**config.mk**
```make
export PLATFORM = sky130hd
export DESIGN_NAME = jtag_dr_tx
export DESIGN_NICKNAME = d
export VERILOG_FILES = /design/src/rtl/jtag_dr_tx.sv
export SDC_FILE = /design/constraint.sdc
export NUM_CORES = 1
export LEC_CHECK = 0
export CORE_ASPECT_RATIO = 2
export CORE_UTILIZATION = 59
export CTS_CLUSTER_DIAMETER = 40
export DETAILED_ROUTE_END_ITERATION = 10
export PLACE_DENSITY = 0.85
export SYNTH_ARGS = -nofsm -noshare
export SYNTH_HDL_FRONTEND = slang
export SYNTH_SLANG_ARGS = --single-unit
```
**constraint.sdc**
```tcl
create_clock -name clk -period 5.3 [get_ports clk]
set_input_delay 0.53 -clock clk [delete_from_list [all_inputs] [get_ports clk]]
set_output_delay 0.53 -clock clk [all_outputs]
set_load 0.02 [all_outputs]
```
**src/rtl/jtag_dr_tx.sv**
```systemverilog
// SoC-to-host data register for the JTAGG ER1/ER2 chain: ER1 reads the next held word, ER2 reads status.
// Define JTAG_TX_FIFO_EN to replace the single holding register with a FIFO_DEPTH-word FIFO.
module jtag_dr_tx #(
  parameter int unsigned FIFO_DEPTH = 4
) (
  input  logic        clk,
  input  logic        rst,
  input  logic [31:0] tx_data,
  input  logic        tx_valid,
  output logic        tx_ready,
  output logic        tx_done,
  input  logic        jtck,
  input  logic        jshift,
  input  logic        jupdate,
  input  logic        jce1,
  input  logic        jce2,
  input  logic        jrstn,
  output logic        jtdo1,
  output logic        jtdo2
);

  localparam int unsigned CNT_W = $clog2(FIFO_DEPTH) + 1;
`ifdef JTAG_TX_FIFO_EN
  localparam int unsigned CAP = FIFO_DEPTH;
`else
  localparam int unsigned CAP = 1;
`endif

  logic [3:0]       tap;
  logic             tck_rise;
  logic             shift_q;
  logic             sel;
  logic             cap_valid;
  logic             underrun;
  logic             jtdo_q;
  logic [31:0]      sreg;
  logic [31:0]      head;
  logic [31:0]      status;
  logic [5:0]       bitcnt;
  logic [CNT_W-1:0] count;
  logic [31:0]      cnt32;
  logic [2:0]       occ;
  logic             full;
  logic             push;
  logic             pop;
  logic             capture;

  assign tck_rise = ~tap[3] & tap[2];
  assign full     = (count == CNT_W'(CAP));
  assign tx_ready = ~full;
  assign push     = tx_valid & ~full;
  assign capture  = tck_rise & (jce1 | jce2) & ~jshift;
  assign pop      = jrstn & tck_rise & jupdate & ~sel & cap_valid & (bitcnt == 6'd32);

  // Occupancy is a 3-bit field, so deeper stores report 7.
  assign cnt32  = 32'(count);
  assign occ    = (cnt32 > 32'd7) ? 3'd7 : cnt32[2:0];
  assign status = {27'd0, occ, underrun, (count != '0)};

  assign jtdo1 = jtdo_q;
  assign jtdo2 = jtdo_q;

  always_ff @(posedge clk or posedge rst) begin
    if (rst) begin
      tap <= '0;
    end else begin
      tap <= {tap[2:0], jtck};
    end
  end

  always_ff @(posedge clk or posedge rst) begin
    if (rst) begin
      sel       <= 1'b0;
      sreg      <= '0;
      bitcnt    <= '0;
      cap_valid <= 1'b0;
      underrun  <= 1'b0;
      shift_q   <= 1'b0;
    end else if (!jrstn) begin
      sel       <= 1'b0;
      sreg      <= '0;
      bitcnt    <= '0;
      cap_valid <= 1'b0;
      shift_q   <= 1'b0;
    end else if (tck_rise) begin
      shift_q <= jshift;
      if (capture) begin
        sel    <= jce2;
        bitcnt <= '0;
        if (jce2) begin
          sreg     <= status;
          underrun <= 1'b0;
        end else if (count != '0) begin
          sreg      <= head;
          cap_valid <= 1'b1;
        end else begin
          sreg      <= '0;
          cap_valid <= 1'b0;
          underrun  <= 1'b1;
        end
      end else if (shift_q) begin
        sreg <= {1'b0, sreg[31:1]};
        if (bitcnt != 6'd32) begin
          bitcnt <= bitcnt + 6'd1;
        end
      end
      if (pop) begin
        cap_valid <= 1'b0;
      end
    end
  end

  always_ff @(posedge clk or posedge rst) begin
    if (rst) begin
      jtdo_q  <= 1'b0;
      tx_done <= 1'b0;
    end else begin
      jtdo_q  <= sreg[0];
      tx_done <= pop;
    end
  end

  always_ff @(posedge clk or posedge rst) begin
    if (rst) begin
      count <= '0;
    end else if (push && !pop) begin
      count <= count + 1'b1;
    end else if (pop && !push) begin
      count <= count - 1'b1;
    end
  end

`ifdef JTAG_TX_FIFO_EN
  localparam int unsigned PTR_W = $clog2(FIFO_DEPTH);

  logic [31:0]      mem [FIFO_DEPTH];
  logic [PTR_W-1:0] wr_ptr;
  logic [PTR_W-1:0] rd_ptr;

  always_ff @(posedge clk) begin
    if (push) begin
      mem[wr_ptr] <= tx_data;
    end
  end

  always_ff @(posedge clk or posedge rst) begin
    if (rst) begin
      wr_ptr <= '0;
      rd_ptr <= '0;
    end else begin
      if (push) begin
        wr_ptr <= wr_ptr + 1'b1;
      end
      if (pop) begin
        rd_ptr <= rd_ptr + 1'b1;
      end
    end
  end

  assign head = mem[rd_ptr];
`else
  logic [31:0] hold_data;

  always_ff @(posedge clk) begin
    if (push) begin
      hold_data <= tx_data;
    end
  end

  assign head = hold_data;
`endif

endmodule
```
==> metrics.md, run 1 <==
| Metric | Value |
|---|---|
| Status | `complete, no violations` |
| Starting density of the core | `0.6090` |
| Later-pin clock latency in the skew report | `between 0.3 and 0.4 ns` |
| Reg power frac | `0.511` |
| CP Cell Sequence | `clkdlybuf4s50_1 > or2_1 > a21oi_1 > nand2_1 > a2bb2oi_1` |
| Switching share of power | `0.2502` |
| Pint | `roughly 1200 uW` |
| Via count | `2,306` |
| CTS buffer count | `9` |
| Synth Cell Area | `3447 um2` |
| Startpoint types | `input port` |
| Number of global-route vias before repair | `2,492` |
| Hpwl dp | `4.511 mm` |
| Seq cells post-synth | `83` |
| CTS-repair resized insts | `0` |
| Setup Skew | `0.008109 ns` |
| Slowest stage delay, CP | `0.68 ns` |
| Core area | `roughly 5700 um2` |
| Die Y | `110.1 um` |
| Clock transition at path regs | `0.06 ns` |
| Top delay family on crit path | `compound AO/OA/AOI/OAI gates` |
| Critical path fanouts, max | `14` |
| PortBufs | `44` |
| Clk buf depth | `2` |
| CP endpoint kind | `flop` |
| R2r endpoint | `count[2]` |
| Post-synth EDFFs | `32` |
| Hold path cells | `0` |
| Die Footprint | `6171 um2` |
| HP Start | `tap[1]` |
| Final-report max-slew violation count | `0` |
| Mapped Avg Cell Area | `13.11 um2` |
| Post-route clock period utilization | `0.5182` |
| Ant. Diodes | `0` |
| Worst Tran Pin Value | `1.022 ns` |
| TritonCTS clock tree | `yes` |
| Internal reg-to-reg setup slack | `roughly 3.1 ns` |
| Clock power frac | `0.355` |
| Ports | `45` |
| Drt first pass iters | `8` |
| Root buffer cell | `clkbuf_16` |
| Worst path slowest cell | `clkdlybuf4s50_1` |
| Fmax achieved | `0.3641 GHz` |
| Static Leak | `0.001814 uW` |
| Final setup vio count | `0` |
| Post-route cell area | `4173 um2` |
| Share of post-route cells with drive strength above 1 | `0.08946` |
| Worst path bufs/invs | `1` |
| P per Cell Area | `375.3 nW/um2` |
| Initial DRC Count | `approximately 190` |
| Crit path kind | `in -> reg` |
| Layout area overhead | `21.05%` |
| RePlAce Congestion | `just under 0.8` |
| Nets | `357` |
| Core Rows | `39` |
| WL/cell | `18.85 um` |
| Die width | `56.05 um` |
| Start of the worst register-to-register path | `bitcnt[0]` |
| Seq/Total Area, Yosys | `0.6490` |
| Hold endpoint | `tap[2]` |
| Setup TNS Final | `0 ns` |
| WP data arrival | `2.96 ns` |
| H-tree depth | `3` |
| Hold Violations, Final | `0` |
| Crit path required time | `between 5 and 6 ns` |
| Clock sink count | `83` |
| Post-Route WL | `7.049 mm` |
| Syn_nets | `312` |
| Ys Warns | `0` |
| DRC Markers | `0` |
| Overflow left after global routing | `0` |
| Placed Area | `3908 um2` |
| Setup Fix Bufs, Post-CTS | `0` |
| Vias/cell | `6.166` |
| Ys async rst share | `0.6145` |
| Hold_buf cts | `0` |
| Initial antenna violation count | `0` |
| RSZ-0062 raised after global routing | `no` |
| Final antenna-violating net count | `0` |
| Sw Pwr | `391.9 uW` |
| Max VDD drop | `0.3289 mV` |
| Main synth FF type | `dfrtp_1` |
| Synth cell types | `46` |
| GRT Total Usage | `0.2543` |
| Synth Instances | `~260` |
| First-pass GRT wire length | `11.41 mm` |
| Min Clock Period, post-route | `2.746 ns` |
| Worst r2r path cells | `9` |
| Max-cap violations | `0` |
| Slew HR | `0.3179` |
| Largest net degree at the start of global routing | `52` |
| Logic pwr share | `0.134` |
| Worst hold path type | `reg -> reg` |
registers in the layout, indices dropped and copies added (netlist names):
signal     count
bitcnt         6
cap_valid      1
count          3
head          32
jtdo1          1
sel            1
shift_q        1
sreg          32
tap            4
tx_done        1
underrun       1
cell type report:
cell class,instances,area [um2]
sequential,83,2237
timing repair buffer,46,455.4
multi-input combinational,143,1045
tap,61,76.32
inverter,25,93.84
clock inverter,4,18.77
clock buffer,12,246.5
fill,378,1488
logic make-up after synthesis:
kind of cell,after synthesis,share of synthesized area
AOI/OAI and AO/OA,67,0.1495
xor gates and xnor gates,4,0.01017
adders and majority gates,8,0.02904
buffers and inverters,37,0.05045
DFF,83,0.6490
muxes,5,0.01488
and+or+nand+nor,59,0.09691
placed cells by master, fill, tap and decap left out, types with 4 or more instances in the layout:
| cell | count |
|---|---|
| clkbuf_16 | 9 |
| inv_1 | 24 |
| o21ai_0 | 18 |
| mux2i_1 | 4 |
| edfxtp_1 | 32 |
| a222oi_1 | 15 |
| ha_1 | 8 |
| a21oi_1 | 5 |
| clkdlybuf4s50_1 | 44 |
| nand3_1 | 5 |
| a2bb2oi_1 | 11 |
| a31oi_1 | 6 |
| nand2_1 | 20 |
| nor2_1 | 7 |
| dfrtp_1 | 51 |
power groups by stage:
stage | registers (uW) | clock network [uW] | logic, uW
6_report | 801 | 556 | 210
3_5_place_dp | 811 | 0 | 210
4_1_cts | 802 | 565 | 213
5_1_grt | 808 | 588 | 236
2_1_floorplan | 795 | 0 | 138
3_3_place_gp | 809 | 0 | 204
Yosys cell counts, types with 2 or more instances:
| cell | instances | share of area |
|---|---|---|
| buf_2 | 4 | 0.0058 |
| dfrtp_1 | 51 | 0.37 |
| xor2_1 | 2 | 0.0051 |
| ha_1 | 8 | 0.029 |
| xnor2_1 | 2 | 0.0051 |
| and3_1 | 2 | 0.0036 |
| a21oi_1 | 5 | 0.0073 |
| nor3_1 | 3 | 0.0044 |
| a2bb2oi_1 | 11 | 0.028 |
| nand3_1 | 5 | 0.0073 |
| a22oi_1 | 3 | 0.0065 |
| nor2_1 | 7 | 0.0076 |
| a22o_1 | 3 | 0.0076 |
| a31oi_1 | 6 | 0.011 |
| mux2i_1 | 4 | 0.012 |
| and3_2 | 2 | 0.0044 |
| nand2_1 | 20 | 0.022 |
| inv_1 | 25 | 0.027 |
| nand3b_1 | 2 | 0.0044 |
| nand2b_1 | 2 | 0.0036 |
| and2_1 | 3 | 0.0054 |
| edfxtp_1 | 32 | 0.28 |
| a222oi_1 | 15 | 0.044 |
| clkbuf_1 | 3 | 0.0033 |
| o21ai_0 | 18 | 0.026 |
| buf_4 | 3 | 0.0065 |
| nor3b_1 | 3 | 0.0065 |
worst reg2reg max path: stages (launching register included):
cell and delay (ns):
dfrtp_1 0.40, inv_1 0.10, ha_1 0.16, nand3_1 0.19, nor3_1 0.44, inv_1 0.09, ha_1 0.37, nor3_1 0.17
a21oi_1 0.05, o21ai_0 0.14
metrics by stage:
stage / std cells / hold WS (ns) / setup slack [ns] / power, uW / util
floorplan: 263 / 0.3312 / 2.808 / 932.2 / -
global placement: 358 / 0.3374 / 2.435 / 1012 / 0.6903
detailed placement: 358 / 0.3371 / 2.322 / 1021 / 0.6903
CTS: 374 / 0.3593 / 2.598 / 1580 / 0.7372
global route: 374 / 0.3687 / 2.394 / 1632 / 0.7372
finish: 374 / 0.3520 / 2.554 / 1566 / 0.7372
worst max path at each step:
stage / from / endpoint / slack, ns / depth (start not counted)
floorplan: count[0] / count[2] / 2.81 / 7
global placement: jce2 / sreg[20] / 2.43 / 5
detailed placement: jce2 / sreg[17] / 2.32 / 5
CTS: jce2 / sreg[14] / 2.60 / 5
global route: jce2 / sreg[17] / 2.39 / 5
finish: jce2 / sreg[14] / 2.55 / 5
per-layer routing:
metal,vias to the layer above,track usage,part of all wire
met3,26,0.06068,0.041
met1,1126,0.2539,0.35
met4,0,0.1882,0.047
met5,-,0,0
met2,90,0.4524,0.57
li1,1064,-,-
Power figures use the tool's default switching activity.
==> run 2: changes to the inputs <==
--- a/config.mk
+++ b/config.mk
@@ -6,10 +6,10 @@
 export NUM_CORES = 1
 export LEC_CHECK = 0
 export CORE_ASPECT_RATIO = 2
-export CORE_UTILIZATION = 59
+export CORE_UTILIZATION = 49
 export CTS_CLUSTER_DIAMETER = 40
 export DETAILED_ROUTE_END_ITERATION = 10
-export PLACE_DENSITY = 0.85
+export PLACE_DENSITY = 0.75
 export SYNTH_ARGS = -nofsm -noshare
 export SYNTH_HDL_FRONTEND = slang
 export SYNTH_SLANG_ARGS = --single-unit
==> constraint.sdc (replaced) <==
create_clock -name clk -period 2.5 [get_ports clk]
set_input_delay 0.25 -clock clk [delete_from_list [all_inputs] [get_ports clk]]
set_output_delay 0.25 -clock clk [all_outputs]
set_load 0.02 [all_outputs]
==> metrics.md, run 2 (synthesized netlist as in run 1, its figures left out) <==
| Metric | Value |
|---|---|
| Status | `complete, no violations (unchanged)` |
| Post-route cell area | `4364 um2 (was 4173 um2)` |
| GRT Total Usage | `0.2082 (was 0.2543)` |
| Worst Tran Pin Value | `0.6240 ns (was 1.022 ns)` |
| Placed Area | `4016 um2 (was 3908 um2)` |
| Initial DRC Count | `117 (was 187)` |
| RSZ-0062 raised after global routing | `no (unchanged)` |
| PortBufs | `44 (unchanged)` |
| Logic pwr share | `0.127 (was 0.134)` |
| Largest net degree at the start of global routing | `33 (was 52)` |
| Setup Fix Bufs, Post-CTS | `0 (unchanged)` |
| Fillers | `551 (was 378)` |
| Max-cap violations | `0 (unchanged)` |
| Static Leak | `0.001892 uW (was 0.001814 uW)` |
| Die Footprint | `7394 um2 (was 6171 um2)` |
| Setup Skew | `0.006465 ns (was 0.008109 ns)` |
| Ant. Diodes | `0 (unchanged)` |
| Hold_buf cts | `0 (unchanged)` |
| TritonCTS clock tree | `yes (unchanged)` |
| Core area | `6726 um2 (was 5660 um2)` |
| First-pass GRT wire length | `10.96 mm (was 11.41 mm)` |
| Ports | `45 (unchanged)` |
| WP data arrival | `2.26 ns (was 2.96 ns)` |
| Pint | `2799 uW (was 1174 uW)` |
| DRC Markers | `0 (unchanged)` |
| Max VDD drop | `0.6172 mV (was 0.3289 mV)` |
| CP endpoint kind | `flop (unchanged)` |
| Post-Route WL | `6.480 mm (was 7.049 mm)` |
| Critical path fanouts, max | `6 (was 14)` |
| Switching share of power | `0.2359 (was 0.2502)` |
| Starting density of the core | `0.5125 (was 0.6090)` |
| Reg power frac | `0.461 (was 0.511)` |
| Drt first pass iters | `5 (was 8)` |
| Final antenna-violating net count | `0 (unchanged)` |
| Overflow left after global routing | `0 (unchanged)` |
| Fmax achieved | `0.4993 GHz` |
| Core Rows | `42 (was 39)` |
| Most frequent cells in the layout | `dfrtp_1, clkdlybuf4s50_1, edfxtp_1 (unchanged)` |
| H-tree depth | `3 (unchanged)` |
| Hold slack final | `0.3252 ns (was 0.3520 ns)` |
| Clk buf depth | `2 (unchanged)` |
| Vias/cell | `5.506 (was 6.166)` |
| Commonest non-fill, non-tap cell in the layout | `dfrtp_1 (unchanged)` |
| Startpoint types | `flop (was input port)` |
| RePlAce Congestion | `0.7622 (was 0.7930)` |
| Layout area overhead | `26.61% (was 21.05%)` |
| Via count | `2,263 (was 2,306)` |
| Worst hold path type | `in -> async (was reg -> reg)` |
| Clock sink count | `83 (unchanged)` |
| Share of post-route cells with drive strength above 1 | `0.1269 (was 0.08946)` |
| Clock transition at path regs | `0.06 ns (about the same)` |
| Hpwl dp | `4.660 mm (was 4.511 mm)` |
| WL/cell | `15.77 um (was 18.85 um)` |
| Hold Violations, Final | `0 (unchanged)` |
| Number of global-route vias before repair | `2,391 (was 2,492)` |
| Initial antenna violation count | `0 (unchanged)` |
| Setup TNS Final | `0 ns (unchanged)` |
| Post-route clock period utilization | `0.8011` |
| Die Y | `120.6 um (was 110.1 um)` |
| Later-pin clock latency in the skew report | `0.33 ns (was 0.34 ns)` |
| Slew HR | `0.5834 (was 0.3179)` |
| Min Clock Period, post-route | `2.003 ns` |
| Root buffer cell | `clkbuf_16 (unchanged)` |
| Nets | `367 (was 357)` |
| Sw Pwr | `864.1 uW (was 391.9 uW)` |
| Final-report max-slew violation count | `0 (unchanged)` |
| Clock power frac | `0.412 (was 0.355)` |
| Total power | `3663 uW (was 1566 uW)` |
| P per Cell Area | `839.4 nW/um2 (was 375.3 nW/um2)` |
| Die width | `61.31 um (was 56.05 um)` |
| Crit path kind | `reg -> reg (was in -> reg)` |
| CTS buffer count | `9 (unchanged)` |
| CTS-repair resized insts | `0 (unchanged)` |
| Final setup vio count | `0 (unchanged)` |
| Crit path required time | `2.75 ns (was 5.51 ns)` |
run 2: cell count changes in the layout (fill, tap and decap cells not counted):
cell,before,now
inv_6,0,2
clkinv_2,3,0
buf_4,2,12
clkinv_1,1,0
bufinv_16,0,3
clkinvlp_4,0,2
clkbuf_8,1,0
clkbuf_1,2,0
run 2: layout make-up:
type / instances / area (um2) / share of cell area
Sequential cell: 83 / 2237 / 0.5126
Multi-Input combinational cell: 143 / 1045 / 0.2394
Timing Repair Buffer: 56 / 530.5 / 0.1216
Clock buffer: 9 / 225.2 / 0.05161
Clock inverter: 7 / 122.6 / 0.02810
Tap cell: 88 / 110.1 / 0.02523
Inverter: 25 / 93.84 / 0.02150
run 2: power groups by stage:
stage / Clock [uW] / Sequential [uW] / Combinational, uW
3_3_place_gp: 0 / 1710 / 456
4_1_cts: 1540 / 1690 / 476
2_1_floorplan: 0 / 1680 / 292
6_report: 1510 / 1690 / 467
5_1_grt: 1590 / 1700 / 533
3_5_place_dp: 0 / 1710 / 474
run 2: worst paths after layout:
check | to | slack [ns] | from | cells past startpoint
max | count[2] | 0.50 | bitcnt[2] | 8
min | bitcnt[4] | 0.33 | rst | 2
max reg2reg | count[2] | 0.50 | bitcnt[2] | 8
min reg2reg | tap[2] | 0.36 | tap[1] | 0
max in group asynchronous | tx_done | 1.57 | rst | 3
min in group clk | tap[0] | 0.36 | jtck | 1
run 2: per-stage QoR:
stage,worst slack [ns],instances,utilization
3_3_place_gp,0.3831,395,0.5971
5_1_grt,0.2988,411,0.6488
6_report,0.4973,411,0.6488
2_1_floorplan,0.007825,263,-
3_5_place_dp,0.3374,395,0.5971
4_1_cts,0.4473,411,0.6488
run 2: critical path: stages (launching register included):
cell,delay (ns)
dfrtp_1,0.43
nor3_1,0.24
nand3_1,0.21
nor3_1,0.27
inv_1,0.07
ha_1,0.36
nor3_1,0.16
a21oi_1,0.05
o21ai_0,0.14
run 2: per-layer routing:
metal	share of wire	vias up	track usage
met5	0	-	0
met4	0.027	0	0.1051
met3	0.036	15	0.05027
met2	0.57	70	0.3560
met1	0.37	1100	0.2284
li1	-	1078	-
